[src/rtl/serial_addsub.sv]
// Digit-serial two's-complement adder/subtractor: DIGIT bits per cycle through a
// full-adder chain, with a registered carry/borrow linking consecutive digits.
module serial_addsub #(
    parameter int WIDTH = 8,
    parameter int DIGIT = 2
) (
    input  logic             clk,
    input  logic             rst,
    input  logic             start,
    input  logic             sub,
    input  logic [WIDTH-1:0] A,
    input  logic [WIDTH-1:0] B,
    output logic             busy,
    output logic             done,
    output logic [WIDTH-1:0] D,
    output logic             Bout,
    output logic             V,
    output logic             Z,
    output logic             dbg_state_o
);
    localparam int N  = WIDTH / DIGIT;
    localparam int CW = (N > 1) ? $clog2(N) : 1;

    // Handshake: start is sampled on a rising edge only while busy=0; the operation
    // then owns the datapath until done pulses high for exactly one cycle.
    typedef enum logic {
        IDLE = 1'b0,
        RUN  = 1'b1
    } state_t;

    state_t           state_q, state_d;
    logic [WIDTH-1:0] a_q, a_d;
    logic [WIDTH-1:0] b_q, b_d;
    logic             sub_q, sub_d;
    logic             carry_q, carry_d;
    logic [CW-1:0]    cnt_q, cnt_d;
    logic [WIDTH-1:0] dout_q, dout_d;
    logic             bout_q, bout_d;
    logic             v_q, v_d;
    logic             z_q, z_d;
    logic             done_q, done_d;

    logic [DIGIT-1:0] sum;
    logic [DIGIT:0]   chain_c;
    logic             cout;
    logic             cin_msb;
    logic             last;
    logic [WIDTH-1:0] res_next;

    // Ripple through DIGIT full adders; chain_c[0] is the carry left by the previous digit.
    always_comb begin
        chain_c    = '0;
        sum        = '0;
        chain_c[0] = carry_q;
        for (int i = 0; i < DIGIT; i++) begin
            sum[i]       = a_q[i] ^ b_q[i] ^ chain_c[i];
            chain_c[i+1] = (a_q[i] & b_q[i]) | (chain_c[i] & (a_q[i] ^ b_q[i]));
        end
    end

    assign cout    = chain_c[DIGIT];
    assign cin_msb = chain_c[DIGIT-1];
    assign last    = (cnt_q == CW'(N - 1));

    // Partial result only needs the digits already produced; the new digit enters at the MSB end.
    generate
        if (N == 1) begin : g_single
            assign res_next = sum;
        end else begin : g_multi
            logic [WIDTH-DIGIT-1:0] part_q;
            always_ff @(posedge clk or posedge rst) begin
                if (rst) begin
                    part_q <= '0;
                end else if (state_q == RUN) begin
                    part_q <= res_next[WIDTH-1:DIGIT];
                end
            end
            assign res_next = {sum, part_q};
        end
    endgenerate

    always_comb begin
        state_d = state_q;
        a_d     = a_q;
        b_d     = b_q;
        sub_d   = sub_q;
        carry_d = carry_q;
        cnt_d   = cnt_q;
        dout_d  = dout_q;
        bout_d  = bout_q;
        v_d     = v_q;
        z_d     = z_q;
        done_d  = 1'b0;
        case (state_q)
            IDLE: begin
                if (start) begin
                    a_d     = A;
                    b_d     = sub ? ~B : B;
                    sub_d   = sub;
                    carry_d = sub;
                    cnt_d   = '0;
                    state_d = RUN;
                end
            end
            RUN: begin
                a_d     = a_q >> DIGIT;
                b_d     = b_q >> DIGIT;
                carry_d = cout;
                cnt_d   = cnt_q + 1'b1;
                if (last) begin
                    dout_d  = res_next;
                    bout_d  = cout ^ sub_q;
                    v_d     = cin_msb ^ cout;
                    z_d     = (res_next == '0);
                    done_d  = 1'b1;
                    cnt_d   = '0;
                    state_d = IDLE;
                end
            end
            default: state_d = IDLE;
        endcase
    end

    always_ff @(posedge clk or posedge rst) begin
        if (rst) begin
            state_q <= IDLE;
            a_q     <= '0;
            b_q     <= '0;
            sub_q   <= 1'b0;
            carry_q <= 1'b0;
            cnt_q   <= '0;
            dout_q  <= '0;
            bout_q  <= 1'b0;
            v_q     <= 1'b0;
            z_q     <= 1'b0;
            done_q  <= 1'b0;
        end else begin
            state_q <= state_d;
            a_q     <= a_d;
            b_q     <= b_d;
            sub_q   <= sub_d;
            carry_q <= carry_d;
            cnt_q   <= cnt_d;
            dout_q  <= dout_d;
            bout_q  <= bout_d;
            v_q     <= v_d;
            z_q     <= z_d;
            done_q  <= done_d;
        end
    end

    assign busy        = (state_q == RUN);
    assign done        = done_q;
    assign D           = dout_q;
    assign Bout        = bout_q;
    assign V           = v_q;
    assign Z           = z_q;
    assign dbg_state_o = state_q;
endmodule

[config.mk]
export PLATFORM = sky130hd
export DESIGN_NAME = serial_addsub
export DESIGN_NICKNAME = d
export VERILOG_FILES = /design/src/rtl/serial_addsub.sv
export SDC_FILE = /design/constraint.sdc
export NUM_CORES = 1
export LEC_CHECK = 0
export ABC_AREA = 1
export BUFFER_PORTS_ARGS = -buffer_cell sky130_fd_sc_hd__clkbuf_2
export CORE_UTILIZATION = 37
export DETAILED_ROUTE_END_ITERATION = 12
export GPL_TIMING_DRIVEN = 0
export PLACE_DENSITY = 0.64
export SLEW_MARGIN = 40
export SYNTH_ARGS = -nofsm -noshare
export SYNTH_HDL_FRONTEND = slang
export SYNTH_SLANG_ARGS = --single-unit
[constraint.sdc]
create_clock -name clk -period 4.8 [get_ports clk]
set_clock_uncertainty 0.2 [all_clocks]
set_input_delay 0.24 -clock clk [delete_from_list [all_inputs] [get_ports clk]]
set_output_delay 0.24 -clock clk [all_outputs]
set_load 0.005 [all_outputs]
-- Yosys cells after proc, flatten, opt, wreduce, memory -nomap -nowiden
Cells that the tools add are included.
W data, S select, Z words.
- bits in registers: 39
- output and inout bits: 14
- logic and storage cells: 47
- add/sub/neg operators: 1
- equal/unequal tests: 2
- mux-type cells: 15
- bitwise gates (word level): 14
- reductions and logical operators: 3
- operator list (kind ; number):
    $pmux W8 S2 ; 2
    $mux W8 ; 3
    $logic_not A8 Y1 ; 1
    $not A8 Y8 ; 1
    $xor A1 B1 Y1 ; 6
    $mux W1 ; 5
    $and A1 B1 Y1 ; 4
    $mux W2 ; 2
    $pmux W1 S2 ; 2
    $pmux W2 S2 ; 1
    $reduce_and A2 Y1 ; 2
    $add A2 B1 Y2 const B ; 1
    $eq A2 B2 Y1 const B ; 1
    $ne A2 B2 Y1 const B ; 1
    $or A1 B1 Y1 ; 2
    $not A1 Y1 ; 1

-- Longest topological paths before layout
- depth after elaboration: 6
- depth in mapped cells: 7
- depth with buffers taken out: 7

-- Worst setup path after synthesis
No wires, ideal clock.
- path type: reg2reg
- start: register a_q[0]
- end: register z_q, in the netlist Z
- arrival: 1.620 ns
- data required time: 4.535 ns
- slack: 2.915 ns
- stages on the path, launching flop included: 8
- cells stage by stage: dfrtp_1 -> inv_1 -> fa_1 -> fa_1 -> nand2_1 -> nor2_1 -> nand3_1 -> nand2_1
- word-level cells in the longest chain between the ends: 5
- ends and longest elaborated chain (item ; RTL line ; RTL):
    start: declaration ; 32 ; logic [WIDTH-1:0] a_q, a_d;
    start signal: assignment ; 127 ; a_q <= '0;
    start signal: assignment ; 139 ; a_q <= a_d;
    $xor A1 B1 Y1 ; 56, 57 ;
    $and A1 B1 Y1 ; 57 ; chain_c[i+1] = (a_q[i] & b_q[i]) | (chain_c[i] & (a_q[i] ^ b_q[i]));
    $or A1 B1 Y1 ; 57 ;
    $xor A1 B1 Y1 ; 56 ; sum[i] = a_q[i] ^ b_q[i] ^ chain_c[i];
    $logic_not A8 Y1 * ; 114 ; z_d = (res_next == '0);
    end signal: assignment ; 147 ; z_q <= z_d;
    end: declaration ; 40 ; logic z_q, z_d;
Mark *: on every way between the ends. The rest lies on a longest branch, timed or not.
A chain may end at the register's enable or synchronous reset.

-- Worst setup path after layout
Ends and elaborated chain as after synthesis.

==> results.md <==
Worst setup path:
- The worst setup path is of the reg -> reg kind.
- The kind of capture point of the worst setup path is a flop.
- The nature of the critical path startpoint is a flop.
- The arrival time of the worst setup path is about 2000 ps.
- The register-to-register path setup slack is 2790 ps.
- STA puts the critical path data required time at 4830 ps.
- Counting cells, the worst reg-to-reg path comes to 7.
- In this run the worst path has a maximum fanout of 3.

Clocking:
- The clock insertion delay at the later pin of the skew report is 290 ps.
- The clock tree synthesis step divided the H-tree into 2 levels.
- In this run the deepest clock path goes through 2 buffers.
- The clock sink count is 39.
- The CTS clock-pin slew for the worst setup and hold paths is 70 ps.
- TritonCTS built the clock tree.
- The post-CTS repair timing setup buffer count is 0.
- Clock tree synthesis selected as its root buffer the cell sky130_fd_sc_hd__clkbuf_8.
- Clock tree synthesis inserted a total of 5 buffers.
- The number of cells upsized or downsized after cts is 0.

Timing:
- The total of endpoints with negative setup slack in the final report is 0.
- Setup repair after global routing left no endpoint under its margin.
- The final cycle utilization of the critical path is 0.419.
- The slew at the pin closest to its max-slew limit is 482 ps.
- The number of hold-slack violations in the final timing report came to 0.
- The time the worst path needs with I/O delays and setup is 2010 ps.
- The normalized max-slew margin is 0.679.
- The final max-slew violation count is 0.
- The final setup TNS is 0 ps.
- Static timing analysis puts the maximum clock frequency at 497 MHz.

GRT:
- The first global-routing pass estimated 5660 um of wire.
- The number of antenna violations at the first check in global routing is 0.
- The pin count of the biggest net entering global routing is 40.
- The global-route total usage across every layer is 0.145.
- The via count of the first global-routing pass is 1267.
- After global routing the overflow that remains totals 0.

Placement:
- Buffers placed on the I/O ports in this run total 33.
- The routability-driven placement congestion ratio is 0.762.
- Detailed placement ended at an HPWL of 2230 um.

Synth:
- Sorting the synthesized cells by area gives the leading types as sky130_fd_sc_hd__dfrtp_1 55%, sky130_fd_sc_hd__nand2_1 14%, sky130_fd_sc_hd__o21ai_0 3.7%, sky130_fd_sc_hd__xnor2_1 3.5%, sky130_fd_sc_hd__o21ai_2 3.0%.
- The main flop type after synthesis is sky130_fd_sc_hd__dfrtp_1.
- After synthesis, the most frequently instantiated cells are 64 x sky130_fd_sc_hd__nand2_1, 39 x sky130_fd_sc_hd__dfrtp_1, 13 x sky130_fd_sc_hd__o21ai_0.
- The area of the mapped netlist is 0.00176 mm2.
- Counting every net in the synthesized netlist gives 207.
- The proportion of netlist area held by the largest area contributor is 0.554.
- The sequential share of the synthesized area is 0.554.
- The most common cell in the synthesized netlist is sky130_fd_sc_hd__nand2_1.
- Synthesis instantiated 25 different standard cells from the library.
- The cell type contributing the most total cell area after synthesis is sky130_fd_sc_hd__dfrtp_1.
- The mean area per synthesized cell is 9.57 um2.
- The share of flip-flops with an asynchronous set or reset is 1.00.
- The gate count after technology mapping is about 180.
- The number of warnings printed during yosys synthesis is 0.
- The number of flops mapped to enable cells by yosys is 0.
- The number of synthesized register bits is 39.

Die:
- The floorplan step set the die width to 71.0 um.
- The area of the placeable core is 0.00447 mm2.
- The I/O pin total is 34.
- The initial cell density of the core is 0.393.
- After floorplanning, the core was divided into 24 placement rows.
- The die footprint is 0.00504 mm2.
- The die is 71.0 um tall.

Drt:
- For this run, design rule violations remaining after detail routing come to 1.
- Wires add up to 3220 um.
- The first-pass iteration count of the detailed router is 10.
- The via count is 1310.
- After detailed routing, the average wire length per cell comes to around 11 um.
- The first routing iteration left 57 violations.
- The vias per cell is 4.58.
- Once detail routing completed, the nets flagged for antenna violations numbered 0.

Flow run:
- Max-cap violations in this run came to 0.

Power:
- After layout, the design draws a total of 0.00122 W.
- The leakage power summed over all cells is 1.09 nW.
- The worst-case IR drop observed on VDD is 0.202 mV.
- The power density normalized to cell area is 559 mW/mm2.

Layout:
- The layout has 442 filler cells.
- The area taken by flip-flops and latches is 976 um2.
- The share of the core filled with cells is 0.488.
- Summing all multi-input logic gate instances after layout gives 663 um2.
- Of the cells placed in the final design, the portion with a size suffix greater than 1 is 0.261.
- The total number of nets in the final design is 256.
- The area overhead of the layout relative to synthesis is 24.0%.
- The repair_antennas step left the layout with diodes totalling 0.

Min path:
- The tightest min-delay check is of the in -> reg type.
- Along the worst hold path, the cell count comes to 4.

Outcome:
- The final reports fail on DRC.
- The run finished, with violations left.
[per-layer routing]
metal / global-route usage / part of all wire / up-vias
met5: 0 / 0 / -
met4: 0.0533 / 0.013 / 0
met3: 0.0442 / 0.041 / 5
met2: 0.239 / 0.46 / 26
met1: 0.180 / 0.48 / 601
li1: - / - / 678
[registers in the layout, summed over array words and instances, names as in the netlist]
register,flops
sub_q,1
cnt_q,2
carry_q,1
g_multi.part_q,6
done,1
a_q,8
busy,1
D,8
Bout,1
V,1
b_q,8
Z,1
[repair_timing]
action,CTS,global route
endpoints found under the setup margin,0,0
endpoints found under the hold margin,47,0
hold buffers,9,0
[path summary, 6_finish.rpt]
check / from / end
setup / recovery: a_q[0] / Z
hold / removal: B[6] / b_q[6]
max in group asynchronous: rst / a_q[1]
min in group asynchronous: rst / D[7]
setup reg to reg: a_q[0] / Z
hold reg to reg: cnt_q[0] / cnt_q[0]
[per-stage QoR]
step	hold WS (ps)	instance area [um2]	std cells	setup WS (ps)
2_1_floorplan	150	1760	184	2910
3_3_place_gp	235	1990	269	2780
3_5_place_dp	96.6	1990	269	2780
4_1_cts	2.38	2180	286	2760
5_1_grt	26.4	2180	286	2690
6_report	2.75	2180	286	2790
[report_power, final]
group | internal (W) | leakage, nW | switching, W
logic | 0.000202 | 0.530 | 0.000252
registers | 0.000455 | 0.507 | 0.0000692
clock network | 0.000131 | 0.0515 | 0.000111
total | 0.000788 | 1.09 | 0.000432
[area by class of cell]
type | instances | share of cell area
Buffer | 7 | 0.0281
Clock buffer | 8 | 0.0458
Inverter | 15 | 0.0287
Multi-Input combinational cell | 123 | 0.304
Sequential cell | 39 | 0.447
Tap cell | 52 | 0.0298
Timing Repair Buffer | 42 | 0.117
[cells in the final DEF, fill, tap and decap left out, drive strengths merged]
cell type | synthesis | layout
o211ai | 4 | 4
ha | 1 | 1
clkbuf | 0 | 41
inv | 14 | 14
nand3 | 4 | 4
a22o | 1 | 1
xor2 | 1 | 1
nor2 | 10 | 10
dlygate4sd3 | 0 | 9
a21boi | 6 | 6
dfrtp | 39 | 39
xnor2 | 7 | 7
buf | 7 | 7
o21ai | 22 | 22
nand2 | 65 | 65
clkinv | 1 | 1
fa | 2 | 2
[critical path: stages, from the launching register on]
cell	delay [ps]
sky130_fd_sc_hd__dfrtp_1	320
sky130_fd_sc_hd__inv_1	80
sky130_fd_sc_hd__fa_1	470
sky130_fd_sc_hd__fa_1	580
sky130_fd_sc_hd__nand2_1	80
sky130_fd_sc_hd__nor2_1	100
sky130_fd_sc_hd__nand3_1	70
sky130_fd_sc_hd__nand2_1	60
[cell families (layout without fill, tap and decap cells)]
group | count (synthesis) | after routing | synth area share
buffers and inverters | 22 | 72 | 0.0689
AND/OR/NAND/NOR | 79 | 79 | 0.181
adder cells (fa/ha/maj) | 3 | 3 | 0.0299
AO/OA/AOI/OAI | 33 | 33 | 0.126
XOR/XNOR | 8 | 8 | 0.0398
flip-flops | 39 | 39 | 0.554
(Power assumes the default switching activity.)
